$ cat config.mk
export PLATFORM = sky130hd
export DESIGN_NAME = snake_body_engine
export DESIGN_NICKNAME = d
export VERILOG_FILES = /design/src/rtl/snake_body_engine.sv
export SDC_FILE = /design/constraint.sdc
export NUM_CORES = 1
export LEC_CHECK = 0
export BUFFER_PORTS_ARGS = -buffer_cell sky130_fd_sc_hd__buf_2
export CORE_AREA = 2 2 161 163
export DETAILED_ROUTE_END_ITERATION = 6
export DIE_AREA = 0 0 163 165
export PLACE_DENSITY = 0.8
export SYNTH_ARGS = -nofsm -noshare
export SYNTH_HDL_FRONTEND = slang
export SYNTH_SLANG_ARGS = --single-unit
$ cat constraint.sdc
create_clock -name clk -period 6.75 [get_ports clk]
set_input_delay 0.675 -clock clk [delete_from_list [all_inputs] [get_ports clk]]
set_output_delay 0.675 -clock clk [all_outputs]
set_load 0.01 [all_outputs]
$ cat src/rtl/snake_body_engine.sv
// Snake body state engine: segment storage, per-tick stepping, growth,
// wall/self collision detection and a registered cell-occupancy query.
module snake_body_engine #(
  parameter int GRID_W   = 64,
  parameter int GRID_H   = 48,
  parameter int COORD_W  = 6,
  parameter int MAX_LEN  = 16,
  parameter int INIT_LEN = 4,
  parameter int WRAP     = 0,
  parameter int START_X  = 32,
  parameter int START_Y  = 24
) (
  input  logic                         clk,
  input  logic                         rst,
  input  logic                         tick_i,
  input  logic                         restart_i,
  input  logic                         dir_valid_i,
  input  logic [1:0]                   dir_i,
  input  logic                         grow_i,
  input  logic [COORD_W-1:0]           query_x_i,
  input  logic [COORD_W-1:0]           query_y_i,
  output logic                         query_hit_o,
  output logic                         query_head_o,
  output logic [COORD_W-1:0]           head_x_o,
  output logic [COORD_W-1:0]           head_y_o,
  output logic [$clog2(MAX_LEN+1)-1:0] length_o,
  output logic                         alive_o,
  output logic                         step_done_o
);

  localparam int LW  = $clog2(MAX_LEN + 1);
  localparam int CW1 = COORD_W + 1;

  localparam logic [CW1-1:0] X_MAX  = CW1'(GRID_W - 1);
  localparam logic [CW1-1:0] Y_MAX  = CW1'(GRID_H - 1);
  localparam logic [CW1-1:0] C_ONE  = CW1'(1);
  localparam logic [LW-1:0]  L_ONE  = LW'(1);
  localparam logic [LW-1:0]  L_MAX  = LW'(MAX_LEN);
  localparam logic [LW-1:0]  L_INIT = LW'(INIT_LEN);

  typedef enum logic {ST_RUN, ST_DEAD} state_t;
  typedef enum logic [1:0] {
    DIR_UP    = 2'd0,
    DIR_RIGHT = 2'd1,
    DIR_DOWN  = 2'd2,
    DIR_LEFT  = 2'd3
  } dir_t;

  state_t             state_q, state_d;
  dir_t               pend_q, pend_d;
  dir_t               cmt_q, cmt_d;
  logic               grow_q, grow_d;
  logic               step_q, step_d;
  logic               done_q, done_d;
  logic               qhit_q, qhit_d;
  logic               qhead_q, qhead_d;
  logic [LW-1:0]      len_q, len_d;
  logic [COORD_W-1:0] segx_q [MAX_LEN];
  logic [COORD_W-1:0] segx_d [MAX_LEN];
  logic [COORD_W-1:0] segy_q [MAX_LEN];
  logic [COORD_W-1:0] segy_d [MAX_LEN];

  logic [CW1-1:0]     nx, ny;
  logic [COORD_W-1:0] new_x, new_y;
  logic               wall, self_hit, collide, grow_now;
  logic [LW-1:0]      body_lim;
  logic               running, exec;

  function automatic logic [COORD_W-1:0] init_x(int unsigned i);
    return (int'(i) < INIT_LEN) ? COORD_W'(START_X - int'(i)) : '0;
  endfunction

  function automatic logic [COORD_W-1:0] init_y(int unsigned i);
    return (int'(i) < INIT_LEN) ? COORD_W'(START_Y) : '0;
  endfunction

  // Candidate head from the committed direction, edge handling and collision test.
  always_comb begin
    nx = {1'b0, segx_q[0]};
    ny = {1'b0, segy_q[0]};
    unique case (cmt_q)
      DIR_UP:    ny = ny - C_ONE;
      DIR_RIGHT: nx = nx + C_ONE;
      DIR_DOWN:  ny = ny + C_ONE;
      default:   nx = nx - C_ONE;
    endcase
    // Only one axis moves, so an out-of-range value identifies the crossing edge.
    wall = 1'b0;
    if (nx > X_MAX) begin
      if (WRAP != 0) nx = (cmt_q == DIR_LEFT) ? X_MAX : '0;
      else           wall = 1'b1;
    end
    if (ny > Y_MAX) begin
      if (WRAP != 0) ny = (cmt_q == DIR_UP) ? Y_MAX : '0;
      else           wall = 1'b1;
    end
    new_x = nx[COORD_W-1:0];
    new_y = ny[COORD_W-1:0];
    grow_now = grow_q && (len_q < L_MAX);
    // The tail cell vacates on a non-growing step, so it is excluded from the test.
    body_lim = grow_now ? len_q : len_q - L_ONE;
    self_hit = 1'b0;
    for (int unsigned i = 0; i < MAX_LEN; i++) begin
      if ((LW'(i) < body_lim) && (segx_q[i] == new_x) && (segy_q[i] == new_y))
        self_hit = 1'b1;
    end
    collide = wall || self_hit;
  end

  // Next-state logic: restart, tick pipeline, direction filter, grow flag, body shift, query.
  always_comb begin
    state_d = state_q;
    pend_d  = pend_q;
    cmt_d   = cmt_q;
    grow_d  = grow_q;
    step_d  = 1'b0;
    done_d  = 1'b0;
    qhit_d  = 1'b0;
    qhead_d = 1'b0;
    len_d   = len_q;
    segx_d  = segx_q;
    segy_d  = segy_q;
    running = (state_q == ST_RUN);
    exec    = step_q && running;

    if (restart_i) begin
      state_d = ST_RUN;
      pend_d  = DIR_RIGHT;
      cmt_d   = DIR_RIGHT;
      grow_d  = 1'b0;
      len_d   = L_INIT;
      for (int unsigned i = 0; i < MAX_LEN; i++) begin
        segx_d[i] = init_x(i);
        segy_d[i] = init_y(i);
      end
    end else begin
      // Commit at the sampling edge; the move itself lands one edge later.
      if (running && tick_i) begin
        step_d = 1'b1;
        cmt_d  = pend_q;
      end
      if (running && dir_valid_i && (dir_i != (cmt_q ^ 2'b10)))
        pend_d = dir_t'(dir_i);
      if (exec) begin
        done_d = 1'b1;
        grow_d = 1'b0;
        if (collide) begin
          state_d = ST_DEAD;
        end else begin
          for (int unsigned i = 1; i < MAX_LEN; i++) begin
            segx_d[i] = segx_q[i-1];
            segy_d[i] = segy_q[i-1];
          end
          segx_d[0] = new_x;
          segy_d[0] = new_y;
          if (grow_now) len_d = len_q + L_ONE;
        end
      end
      if (running && grow_i && !(exec && collide))
        grow_d = 1'b1;
      for (int unsigned i = 0; i < MAX_LEN; i++) begin
        if ((LW'(i) < len_q) && (segx_q[i] == query_x_i) && (segy_q[i] == query_y_i))
          qhit_d = 1'b1;
      end
      qhead_d = (segx_q[0] == query_x_i) && (segy_q[0] == query_y_i);
    end
  end

  // State register with asynchronous reset to the initial body.
  always_ff @(posedge clk or posedge rst) begin
    if (rst) begin
      state_q <= ST_RUN;
      pend_q  <= DIR_RIGHT;
      cmt_q   <= DIR_RIGHT;
      grow_q  <= 1'b0;
      step_q  <= 1'b0;
      done_q  <= 1'b0;
      qhit_q  <= 1'b0;
      qhead_q <= 1'b0;
      len_q   <= L_INIT;
      for (int unsigned i = 0; i < MAX_LEN; i++) begin
        segx_q[i] <= init_x(i);
        segy_q[i] <= init_y(i);
      end
    end else begin
      state_q <= state_d;
      pend_q  <= pend_d;
      cmt_q   <= cmt_d;
      grow_q  <= grow_d;
      step_q  <= step_d;
      done_q  <= done_d;
      qhit_q  <= qhit_d;
      qhead_q <= qhead_d;
      len_q   <= len_d;
      segx_q  <= segx_d;
      segy_q  <= segy_d;
    end
  end

  assign head_x_o     = segx_q[0];
  assign head_y_o     = segy_q[0];
  assign length_o     = len_q;
  assign alive_o      = (state_q == ST_RUN);
  assign step_done_o  = done_q;
  assign query_hit_o  = qhit_q;
  assign query_head_o = qhead_q;

endmodule

# Yosys cells after proc, flatten, opt, wreduce, memory -nomap -nowiden
# Cells that the tools add are included.
[op_classes] mux=63 n_eq_ne=68 reduce_logical=86 bitwise_logic=2 addsub=6 order_cmp=35
[op_table] cell="96-bit 2-to-1 mux" n=6
[op_table] cell="6-bit == test" n=64
[op_table] cell="4-bit by 5-bit less-than comparator with 1-bit output, first input constant" n=16
[op_table] cell="1-bit logical AND" n=73
[op_table] cell="1-bit 2-to-1 mux" n=46
[op_table] cell="3-bit by 5-bit less-than comparator with 1-bit output, first input constant" n=8
[op_table] cell="7-bit case mux with 2 select lines" n=2
[op_table] cell="5-bit 2-to-1 mux" n=5
[op_table] cell="1-bit by 5-bit less-than comparator with 1-bit output, first input constant" n=4
[op_table] cell="2-bit by 5-bit less-than comparator with 1-bit output, first input constant" n=4
[op_table] cell="6-bit by 1-bit adder with 7-bit output, second input constant" n=2
[op_table] cell="7-bit by 6-bit > comparator with 1-bit output, second input constant" n=2
[op_table] cell="6-bit by 1-bit subtractor with 7-bit output, second input constant" n=2
[op_table] cell="2-bit nonzero test" n=5
[op_table] cell="2-bit 2-to-1 mux" n=4
[op_table] cell="5-bit by 1-bit adder with 5-bit output, second input constant" n=1
[op_table] cell="5-bit less-than comparator, second input constant" n=1
[op_table] cell="5-bit by 1-bit subtractor with 5-bit output, second input constant" n=1
[op_table] cell="2-bit AND reduction" n=2
[op_table] cell="3-bit AND reduction" n=1
[op_table] cell="3-bit nonzero test" n=1
[op_table] cell="2-bit by 1-bit == test with 1-bit output, second input constant" n=1
[op_table] cell="2-bit == test, second input constant" n=1
[op_table] cell="2-bit logical NOT" n=1
[op_table] cell="6 further kinds" n=7
[word_totals] input_bits=20 output_inout_bits=21 word_cells=301 reg_bits=207

# Depth between registers and ports, before layout
[depth] depth_word=28 mapped_depth=23

# Worst setup path before layout
# OpenSTA, ideal clock, no wires.
[synth_timing] path_kind="register to register" from="reg cmt_q[0]" to="reg segy_q[85] (netlist name)" path_slack_ns=1.674 t_required_ns=6.618 arrival_ns=4.945 synth_period_minus_slack_ns=5.076 stages_incl_launch_ff=23 cell_sequence="dfstp_2 buf_4 buf_6 buf_2 buf_2 buf_2 buf_1 nand2b_1 ha_1 buf_2 or3b_1 a31oi_1 nor2_1 buf_4 xor2_1 o2111a_1 a32o_1 or4_1 nor3_2 buf_4 buf_4 mux2i_1 nor2_1"
[synth_via] elab_chain_len=25
[synth_rtl] item="from (decl)" line="51" text="dir_t cmt_q, cmt_d;"
[synth_rtl] item="from (signal assigned)" line="188" text="cmt_q <= cmt_d;"
[synth_rtl] item="2-bit == test or 2-bit logical NOT (tied branches)" line="81" text="unique case (cmt_q)"
[synth_rtl] item="2-bit OR reduction (no source line)"
[synth_rtl] item="7-bit case mux with 2 select lines" line="81"
[synth_rtl] item="6-bit == test" line="104" text="if ((LW'(i) < body_lim) && (segx_q[i] == new_x) && (segy_q[i] == new_y))"
[synth_rtl] item="1-bit logical AND (2 in series)" line="104"
[synth_rtl] item="1-bit 2-to-1 mux (16 in series)" line="104"
[synth_rtl] item="1-bit logical OR *" line="107" text="collide = wall || self_hit;"
[synth_rtl] item="2-bit != test (no source line) *"
[synth_rtl] item="2-bit AND reduction (no source line) *"
[synth_rtl] item="to (signal, indexed assignment)" line="183" text="segy_q[i] <= init_y(i);"
[synth_rtl] item="to (signal assigned)" line="196" text="segy_q <= segy_d;"
[synth_rtl] item="to (decl)" line="60" text="logic [COORD_W-1:0] segy_q [MAX_LEN];"
# Every way passes the cells marked *; elsewhere a longest branch is shown, timed or not.
# A chain may end at the register's enable or synchronous reset.

# Final worst setup path
[layout_timing] from="reg cmt_q[0]" to="reg segy_q[27] (netlist name)"
# Same word-level chain as after synthesis.

==> reports/results.tsv <==
metric	value	unit
global-route usage over all layers	41.95	%
vias in the first global route	13080	
most frequent cells in the layout	nor2_1, xnor2_1, xor2_1	
kind of critical path	flop to flop	
CTS Buf Count	23	
post-CTS setup buffer count	0	
unrepaired setup endpoints after global routing	no	
worst path bufs/invs	1	
leading area contributor after synthesis	dfrtp_1	
Avg WL per Cell	27.90	um
fillcell total	2005	
clk root buf	clkbuf_16	
Final Cycle Share	90.25	%
CTS tree	yes	
family with the most delay on the worst path	compound AO/OA/AOI/OAI gates	
WL final	55970	um
Sw Share	35.91	%
clock buffer depth	3	
Setup crit start kind	flop	
Reg area	0.005211	sq mm
Initial Utilization	63.03	%
Synth async-reset ratio	100.0	%
number of remaining DRC errors	0	
sequential share of power	35.1	%
FF-to-FF Start	cmt_q[0]$_DFFE_PP1P_	
PortBufs	40	
Synth Flop Type	dfrtp_1	
WHS	0.2701	ns
clock slew at reported path FFs	0.06	ns
Leak	6.898	nW
post-synthesis sequential area ratio	33.02	%
Synth Register Bits	207	
Multi-input gate area	0.009651	sq mm
Final Hold Vio Count	0	
Switch Pwr	1.379	mW
die area	0.02690	sq mm
mapped cell area	0.01578	sq mm
Die Ht	165	um
Synth Instances	1731	
Max-Slew Margin vs Limit	8.378	%
Most common cell on crit path	o21ai_0	
P per Cell Area	230.6	mW/mm^2
Setup TNS	0	ns
DRT iter0 DRCs	2073	
first-pass GRT wire length	83890	um
Detailed Routing Iterations Pass 1	6	
Worst Max-Slew Pin Slew	1.374	ns
syn_area_per_cell	9.117	sq um
FF-to-FF setup slack	0.66	ns
Setup Skew	0.02261	ns
Syn Nets	1767	
Reg-to-Reg End	segy_q[27]$_DFFE_PP0P_	
Post-DP HPWL	38060	um
detail-routed via count per cell	6.867	
via count	13780	
critical path capture point type	flop	
initial antenna violation count	3	
status	complete, no violations	
Final GP Congestion	1.043	
largest net degree at the start of global routing	136	
Worst Hold Class	primary input to asynchronous set/reset pin	
clock sink count	207	
arrival time at the worst endpoint	6.49	ns
total power	3.840	mW
post_cts resized	0	
Max Cap Viol	0	
Max Slew Vio Count	0	
grt ovf	0	
H-Tree Depth	1	
Die W	163	um
EDFF count, synth	0	
R2R cell count	13	
area growth from synthesis to layout	5.518	%
VDD IR-drop max	202.7	uV
top-area cell type share of the netlist area	28.86	%
Pint	2.461	mW
Area contributors post-synth	dfrtp_1, xnor2_1, mux2i_1	
CORE AREA	0.02504	sq mm
Clock Power Share	34.5	%
Clk Latency, worst-skew pair	0.55	ns
combinational fraction of design power	30.4	%
Max Clock Freq	164.2	MHz
Antenna Nets Post-Route	0	
IO Pins	41	
Final #Nets	1695	
sequence of cells on the critical path	nand2b_1 > ha_1 > a21oi_1 > o21ai_0 > o21ai_0 > nand3_1 > nand4b_1 > o32ai_1 > or4_1 > nor3_4 > buf_12 > mux2i_1 > nor2_1	
number of inserted diodes	0	
min cycle time layout	6.092	ns
layout cell share with drive strength beyond 1	9.487	%
Critical Path Slowest Stage Cell	a21oi_1	
post-synthesis cell type count	86	
Post-CTS Hold Buffers	0	
final setup fails	0	
Worst path max stage delay	1.09	ns
top fanout value on the critical path	61	
num rows	58	
commonest non-fill, non-tap cell in the layout	nor2_1	
yosys warns	0	
CP required	7.15	ns
state kept, by name, indices dropped and copies added (netlist names), 2 cells and up:
register	cells
cmt_q	2
segy_q	90
head_y_o	6
head_x_o	6
pend_q	2
segx_q	90
length_o	5
kinds of logic (layout without fill, tap and decap cells):
logic type                 after synthesis  after routing  synth area share [%]
and+or+nand+nor                        518            518                 16.28
buffers and inverters                  194            139                 5.867
DFF                                    207            207                 33.02
AOI/OAI and AO/OA                      227            227                 10.05
adders and majority gates               16             16                 1.364
muxes                                  175            175                 11.24
xor gates and xnor gates               394            394                 22.18
power groups by stage:
| stage | Clock, mW | Sequential (mW) | Combinational [mW] |
|---|---|---|---|
| after floorplan | 0 | 1.32 | 0.847 |
| after global placement | 0 | 1.37 | 1.11 |
| after detailed placement | 0 | 1.37 | 1.12 |
| after CTS | 1.33 | 1.34 | 1.13 |
| after global routing | 1.38 | 1.35 | 1.23 |
| final | 1.32 | 1.35 | 1.17 |
per-stage QoR:
stage               util, %  instances  cell area [sq um]  setup WS [ns]
global placement      63.40       1964              15870          1.014
CTS                   66.51       2006              16650         0.9282
floorplan                 -       1731              15780         0.4639
global route          66.51       2006              16650         0.5493
finish                66.51       2006              16650         0.6583
detailed placement    63.40       1964              15870         0.9020
Yosys cell counts (5+ instances only):
cell,n
nand2b_1,15
o211ai_1,14
nor2_1,220
or3_1,13
o31ai_1,5
buf_2,23
nor2b_1,12
mux2i_1,168
dfstp_2,25
a211oi_1,9
nand4_1,45
nor4_1,35
a31oi_1,26
mux2_2,5
or4_1,5
buf_1,10
and2_1,6
inv_1,23
a21o_1,6
nor3b_1,8
o21ai_0,27
a21boi_0,5
o2111ai_1,5
nand2_1,33
ha_1,14
a2111oi_0,8
o22ai_1,7
nor3_1,58
a21oi_1,56
nand4b_1,5
buf_4,37
xor2_1,189
xnor2_1,201
nand3_1,38
dfrtp_1,182
clkbuf_1,95
area by class of cell:
class                      instances  share of cell area [%]
multi-input combinational       1330                   57.95
sequential                       207                   31.29
clock buffer                      34                   4.005
timing repair buffer              72                   2.983
tap                              330                   2.480
clock inverter                     8                  0.6762
inverter                          25                  0.6086
worst register-to-register path, stage by stage, from the launching register on:
cell and delay, ns:
dfstp_2 0.58, nand2b_1 0.22, ha_1 0.43, a21oi_1 1.09
o21ai_0 0.74, o21ai_0 0.60, nand3_1 0.15, nand4b_1 0.14
o32ai_1 0.12, or4_1 0.60, nor3_4 0.50, buf_12 0.41
mux2i_1 0.34, nor2_1 0.05
layer usage:
metal / track usage (%) / share of wire (%)
met5: 0 / 0.018
met1: 58.70 / 40
met2: 60.21 / 41
met4: 21.28 / 6.5
met3: 10.52 / 13
worst max-delay path by stage:
stage / from / endpoint / slack [ns] / cells after the start
final: cmt_q[0]$_DFFE_PP1P_ / segy_q[27]$_DFFE_PP0P_ / 0.66 / 13
after global placement: cmt_q[0]$_DFFE_PP1P_ / segy_q[35]$_DFFE_PP0P_ / 1.01 / 13
after floorplan: rst / cmt_q[1]$_DFFE_PP0P_ / 0.46 / 1
after CTS: cmt_q[0]$_DFFE_PP1P_ / segx_q[43]$_DFFE_PP0P_ / 0.93 / 13
after global routing: cmt_q[0]$_DFFE_PP1P_ / segx_q[21]$_DFFE_PP0P_ / 0.55 / 13
after detailed placement: cmt_q[0]$_DFFE_PP1P_ / segx_q[43]$_DFFE_PP0P_ / 0.90 / 13
Note: power is estimated with default switching activity, not from simulation.
